===== config.mk =====
export PLATFORM = sky130hd
export DESIGN_NAME = muldiv_unit
export DESIGN_NICKNAME = d
export VERILOG_FILES = /design/src/rtl/muldiv_pkg.sv /design/src/rtl/muldiv_sign_fix.sv /design/src/rtl/muldiv_unit.sv
export SDC_FILE = /design/constraint.sdc
export NUM_CORES = 1
export LEC_CHECK = 0
export CAP_MARGIN = 20
export CELL_PAD_IN_SITES_DETAIL_PLACEMENT = 0
export CELL_PAD_IN_SITES_GLOBAL_PLACEMENT = 2
export CORE_MARGIN = 4
export CORE_UTILIZATION = 36
export CTS_CLUSTER_DIAMETER = 120
export CTS_CLUSTER_SIZE = 20
export DETAILED_ROUTE_END_ITERATION = 8
export PLACE_DENSITY_LB_ADDON = 0.05
export SYNTH_ARGS = -nofsm -noshare
export SYNTH_HDL_FRONTEND = slang
export SYNTH_SLANG_ARGS = --single-unit

===== constraint.sdc =====
create_clock -name clk -period 7.45 [get_ports clk]
set_input_delay 1.49 -clock clk [delete_from_list [all_inputs] [get_ports clk]]
set_output_delay 1.49 -clock clk [all_outputs]
set_load 0.02 [all_outputs]

===== src/rtl/muldiv_pkg.sv =====
// Shared definitions for the iterative RV32M multiply/divide unit.
// The execute-stage decoder also uses the op encodings.
package muldiv_pkg;

    localparam int unsigned XLEN  = 32;
    localparam int unsigned CNT_W = 5;

    localparam logic [2:0] OP_MUL    = 3'b000;
    localparam logic [2:0] OP_MULH   = 3'b001;
    localparam logic [2:0] OP_MULHSU = 3'b010;
    localparam logic [2:0] OP_MULHU  = 3'b011;
    localparam logic [2:0] OP_DIV    = 3'b100;
    localparam logic [2:0] OP_DIVU   = 3'b101;
    localparam logic [2:0] OP_REM    = 3'b110;
    localparam logic [2:0] OP_REMU   = 3'b111;

    typedef enum logic [1:0] {
        IDLE,
        CALC,
        FINISH
    } muldiv_state_t;

    function automatic logic is_div_op(input logic [2:0] op);
        return op[2];
    endfunction

endpackage


===== src/rtl/muldiv_sign_fix.sv =====
// Final sign correction and output word select. Multiplies negate the full
// 64-bit product; divides negate only the selected quotient or remainder.
module muldiv_sign_fix
    import muldiv_pkg::*;
#(
    parameter int unsigned WIDTH = XLEN
) (
    input  logic [2:0]         op_i,
    input  logic               neg_i,
    input  logic [2*WIDTH-1:0] acc_i,
    input  logic [WIDTH-1:0]   rem_i,
    output logic [WIDTH-1:0]   word_o
);

    logic [2*WIDTH-1:0] mag;
    logic [2*WIDTH-1:0] fixed;

    always_comb begin
        if (is_div_op(op_i)) begin
            mag = {{WIDTH{1'b0}}, (op_i[1] ? rem_i : acc_i[WIDTH-1:0])};
        end else begin
            mag = acc_i;
        end
        fixed = neg_i ? ('0 - mag) : mag;
        if (is_div_op(op_i) || (op_i == OP_MUL)) begin
            word_o = fixed[WIDTH-1:0];
        end else begin
            word_o = fixed[2*WIDTH-1:WIDTH];
        end
    end

endmodule


===== src/rtl/muldiv_unit.sv =====
// Iterative RV32M multiply/divide unit: 32-cycle shift-add multiply and
// restoring divide on operand magnitudes, with sign fix-up in FINISH.
module muldiv_unit
    import muldiv_pkg::*;
#(
    parameter int unsigned WIDTH = XLEN
) (
    input  logic             clk,
    input  logic             rst,
    input  logic             start,
    input  logic [2:0]       op,
    input  logic [WIDTH-1:0] rs1,
    input  logic [WIDTH-1:0] rs2,
    output logic             busy,
    output logic             done,
    output logic [WIDTH-1:0] result
);

    localparam logic [CNT_W-1:0] LAST_CNT = CNT_W'(WIDTH - 1);
    localparam logic [WIDTH-1:0] MIN_NEG  = {1'b1, {(WIDTH-1){1'b0}}};

    muldiv_state_t      state_q;
    logic [2:0]         op_q;
    logic               neg_q;
    logic [CNT_W-1:0]   cnt_q;
    logic [2*WIDTH-1:0] acc_q, acc_d;
    logic [WIDTH-1:0]   rem_q, rem_d;
    logic [WIDTH-1:0]   opa_q;
    logic [WIDTH-1:0]   result_q;
    logic               done_q;
    logic [WIDTH-1:0]   fix_word;

    logic               s1_signed, s2_signed, s1_neg, s2_neg;
    logic               div_zero, div_ovf, start_neg;
    logic [WIDTH-1:0]   mag1, mag2;

    always_comb begin
        s1_signed = (op == OP_MULH) || (op == OP_MULHSU) || (op == OP_DIV) || (op == OP_REM);
        s2_signed = (op == OP_MULH) || (op == OP_DIV) || (op == OP_REM);
        s1_neg    = s1_signed & rs1[WIDTH-1];
        s2_neg    = s2_signed & rs2[WIDTH-1];
        mag1      = s1_neg ? ('0 - rs1) : rs1;
        mag2      = s2_neg ? ('0 - rs2) : rs2;
        div_zero  = is_div_op(op) && (rs2 == '0);
        div_ovf   = ((op == OP_DIV) || (op == OP_REM)) && (rs1 == MIN_NEG) && (rs2 == '1);
        start_neg = (op == OP_REM) ? s1_neg : (s1_neg ^ s2_neg);
    end

    // Multiply: acc = {partial high, remaining multiplier bits}.
    // Divide: acc low = dividend shifting out MSB-first, quotient shifting in.
    logic [WIDTH:0]   mul_sum, div_shift;
    logic [WIDTH-1:0] div_diff;
    logic             div_ge;

    always_comb begin
        acc_d     = acc_q;
        rem_d     = rem_q;
        mul_sum   = '0;
        div_shift = '0;
        div_diff  = '0;
        div_ge    = 1'b0;
        if (is_div_op(op_q)) begin
            div_shift = {rem_q, acc_q[WIDTH-1]};
            div_ge    = div_shift >= {1'b0, opa_q};
            div_diff  = div_shift[WIDTH-1:0] - opa_q;
            rem_d     = div_ge ? div_diff : div_shift[WIDTH-1:0];
            acc_d     = {acc_q[2*WIDTH-1:WIDTH], acc_q[WIDTH-2:0], div_ge};
        end else begin
            mul_sum = {1'b0, acc_q[2*WIDTH-1:WIDTH]} + {1'b0, (acc_q[0] ? opa_q : '0)};
            acc_d   = {mul_sum, acc_q[WIDTH-1:1]};
        end
    end

    muldiv_sign_fix #(
        .WIDTH (WIDTH)
    ) u_sign_fix (
        .op_i   (op_q),
        .neg_i  (neg_q),
        .acc_i  (acc_q),
        .rem_i  (rem_q),
        .word_o (fix_word)
    );

    always_ff @(posedge clk or posedge rst) begin
        if (rst) begin
            state_q  <= IDLE;
            op_q     <= '0;
            neg_q    <= 1'b0;
            cnt_q    <= '0;
            acc_q    <= '0;
            rem_q    <= '0;
            opa_q    <= '0;
            result_q <= '0;
            done_q   <= 1'b0;
        end else begin
            done_q <= 1'b0;
            case (state_q)
                IDLE: begin
                    if (start) begin
                        op_q  <= op;
                        cnt_q <= '0;
                        if (div_zero) begin
                            neg_q   <= 1'b0;
                            acc_q   <= {{WIDTH{1'b0}}, {WIDTH{1'b1}}};
                            rem_q   <= rs1;
                            state_q <= FINISH;
                        end else if (div_ovf) begin
                            neg_q   <= 1'b0;
                            acc_q   <= {{WIDTH{1'b0}}, MIN_NEG};
                            rem_q   <= '0;
                            state_q <= FINISH;
                        end else begin
                            neg_q   <= start_neg;
                            acc_q   <= {{WIDTH{1'b0}}, (is_div_op(op) ? mag1 : mag2)};
                            opa_q   <= is_div_op(op) ? mag2 : mag1;
                            rem_q   <= '0;
                            state_q <= CALC;
                        end
                    end
                end
                CALC: begin
                    acc_q <= acc_d;
                    rem_q <= rem_d;
                    cnt_q <= cnt_q + 1'b1;
                    if (cnt_q == LAST_CNT) begin
                        state_q <= FINISH;
                    end
                end
                FINISH: begin
                    result_q <= fix_word;
                    done_q   <= 1'b1;
                    state_q  <= IDLE;
                end
                default: state_q <= IDLE;
            endcase
        end
    end

    assign busy   = (state_q != IDLE);
    assign done   = done_q;
    assign result = result_q;

endmodule

==> results.cfg <==
[hold_path]
hp-start = result[0]$_DFFE_PP0P_
hold_depth = 2
min_path_type = flip-flop to flip-flop
hold_end = result[0]$_DFFE_PP0P_

[routing]
drc = 0
vias = 15900
first_iter_violations = 1430
wire_per_inst_um = 25.3
viasPerCell = 5.84
wl_mm = 68.7
first_pass_iters = 6
antenna_left = 0

[logic_synthesis]
yosysUniqueCellTypes = 86
postSynthCellCount = 2089
async_reset_ff_share_pct = 100
syn_area_sq_mm = 0.0159
synth-edff-count = 0
seq_area_frac_synth_pct = 27.0
synth_ff_type = dfrtp_1
synth_top_cell_by_area = dfrtp_1
synth_seq_cells = 172
netlist_top_cells_area = dfrtp_1, o21ai_0, nand2_1, a21oi_1, ha_1
avgSynthCellArea_sq_um = 7.63
syn-num-nets = 2231
ys_warn_count = 0
synth_top_area_share_pct = 27.0

[sta]
holdWs_ps = 485
max-slew-margin-rel_pct = 26.0
min_period_ps = 5360
fin_setup_tns_ps = 0
slew_violations = 0
worst_pin_slew_ps = 1110
fin_skew_ps = 13.3
finalSetupViolations = 0
fmax_mhz = 187
post-route-period-util_pct = 71.9
hold_violations = 0
grt_setup_unrepaired = no

[job]
max_cap_violations = 0

[cts]
numCtsBuffers = 17
insertion_delay_ps = 480
hold_buffers = 0
path_clk_slew_ps = 70
cts.sinks = 172
htreeDepth = 4
clock_path_buffers = 2
cts_resized = 0
cts_tree = yes
cts_setup_buffers = 0
cts_root_buf = clkbuf_16

[global_routing]
grt_max_degree = 103
grt_pass1_vias = 15000
grt_overflow = 0
grt_use_total_pct = 28.6
grt_pass1_wl_mm = 102
antenna_found_initial = 0

[finish]
num_antenna_cells = 0
drive_gt1_share_pct = 5.45
synthToLayoutAreaGrowth_pct = 13.1
final_util_pct = 41.5
final_nets = 2259

[floorplan]
fp.dieH_um = 218
die_x_um = 218
coreArea_sq_mm = 0.0435
fp.dieArea_sq_mm = 0.0477
rows = 76
io_pins = 104
initial_utilization_pct = 36.7

[setup_path]
endpoint_kind = flip-flop
startpoint = rs2[8]
start_kind = input port
regToRegStartpoint = op_q[2]$_DFFE_PP0P_
cp.required_ps = 7870
r2r_slack_ps = 2970
cp_data_arrival_time_ps = 5780
r2r_cells = 9
worstSetupPathType = input port to flip-flop
crit_fanout = 25
worstReg2RegEnd = result[30]$_DFFE_PP0P_

[pwr]
leakage_uw = 0.00716
ir_drop_mv = 0.278
p_per_area_mw_per_mm2 = 512

[placement]
gp_congestion = 0.958
portBuffers = 103
dp_hpwl_mm = 54.4

[outcome]
outcome = completed
-- worst max-delay path by stage --
| stage | to | slack, ps |
|---|---|---|
| 4_1_cts | rem_q[20]$_DFFE_PP0P_ | 2160 |
| 3_5_place_dp | rem_q[20]$_DFFE_PP0P_ | 1640 |
| 6_report | rem_q[20]$_DFFE_PP0P_ | 2090 |
| 3_3_place_gp | rem_q[20]$_DFFE_PP0P_ | 1720 |
| 2_1_floorplan | acc_q[0]$_DFFE_PP0P_ | 1300 |
| 5_1_grt | rem_q[20]$_DFFE_PP0P_ | 1920 |
-- Yosys cell counts (11+ instances only) --
| master | count |
|---|---|
| nand2_1 | 245 |
| nor2_1 | 201 |
| o21ai_0 | 194 |
| a21oi_1 | 183 |
| dfrtp_1 | 172 |
| clkbuf_1 | 96 |
| xnor2_1 | 81 |
| xor2_1 | 81 |
| inv_1 | 76 |
| ha_1 | 70 |
| mux2i_1 | 51 |
| and2_1 | 46 |
| nor3_1 | 44 |
| a31oi_1 | 36 |
| nand3_1 | 34 |
| o211ai_1 | 31 |
| a211oi_1 | 28 |
| nand4_1 | 25 |
| mux2_2 | 24 |
| nor4_1 | 23 |
| a21o_1 | 22 |
| nand2b_1 | 20 |
| o31ai_1 | 20 |
| o21ai_1 | 17 |
| o22ai_1 | 17 |
| or3_1 | 16 |
| a211o_1 | 14 |
| a22oi_1 | 13 |
| buf_1 | 13 |
| nor2b_1 | 13 |
| or4_1 | 12 |
| o221ai_1 | 11 |
| o41ai_1 | 11 |
-- cells by family after synthesis --
kind of cell / Yosys count / synth area share [%]
buffers and inverters: 196 / 4.82
AO/OA/AOI/OAI: 670 / 26.0
XOR/XNOR: 162 / 8.90
multiplexers: 76 / 4.99
flip-flops: 172 / 27.0
adder cells (fa/ha/maj): 72 / 5.75
AND/OR/NAND/NOR: 741 / 22.5
-- through the flow --
| step | total power [uW] | setup WS, ps | instances | cell area [sq um] |
|---|---|---|---|---|
| after floorplan | 6210 | 1300 | 2089 | 15900 |
| after global placement | 8220 | 1720 | 2683 | 17400 |
| after detailed placement | 8240 | 1640 | 2683 | 17400 |
| after CTS | 9190 | 2160 | 2715 | 18000 |
| after global routing | 9950 | 1920 | 2715 | 18000 |
| final | 9230 | 2090 | 2715 | 18000 |
-- worst max-delay path: stages --
cell and delay [ps]:
clkdlybuf4s50_1 510, or4_1 620, nor4_1 600, nand4_1 340, nor4_2 310, buf_4 260, and2_1 890, a21oi_1 230
and3b_1 230, mux2i_1 110, and3_1 160
-- state kept, by name, summed over array words and instances, names as in the netlist --
signal	flops
opa_q	32
result	32
cnt_q	5
state_q	2
done	1
op_q	3
acc_q	64
rem_q	32
neg_q	1
-- report_power, final --
group	leakage (uW)	total (uW)	switching (uW)	internal, uW
Sequential	0.00212	2230	886	1340
Clock	0.000268	919	437	482
Combinational	0.00477	6080	3690	2390
Total	0.00716	9230	5010	4210
-- placed cells by master, fill, tap and decap left out, types with 12 or more instances in the layout --
cell,Yosys,routed
a211oi_1,28,28
a211o_1,14,14
or3_1,16,15
mux2i_1,51,51
and2_1,46,46
xor2_1,81,81
nor4_1,23,23
o21ai_1,17,16
a22oi_1,13,13
clkdlybuf4s50_1,0,102
or4_1,12,12
o31ai_1,20,20
ha_1,70,70
o211ai_1,31,31
nand2b_1,20,20
buf_4,0,26
nand4_1,25,25
a31oi_1,36,36
clkbuf_16,0,17
nor2b_1,13,12
dfrtp_1,172,170
o21ai_0,194,194
o22ai_1,17,17
mux2_2,24,24
inv_1,76,75
nor3_1,44,44
xnor2_1,81,81
nand3_1,34,34
nand2_1,245,245
nor2_1,201,200
a21oi_1,183,183
a21o_1,22,22
-- final cells by class --
class	count	area [sq um]
Clock buffer	21	460
Clock inverter	11	111
Fill cell	4581	25400
Inverter	76	290
Multi-Input combinational cell	1721	10900
Sequential cell	172	4310
Tap cell	585	732
Timing Repair Buffer	129	1240
-- metal layers --
layer	GRT usage [%]	routed length (um)	vias to the layer above
met5	0	0	-
met4	9.48	2130	0
met3	3.50	3300	72
met2	46.1	31700	474
met1	39.8	31600	7685
li1	-	-	7622
Note: power is estimated with default switching activity, not from simulation.
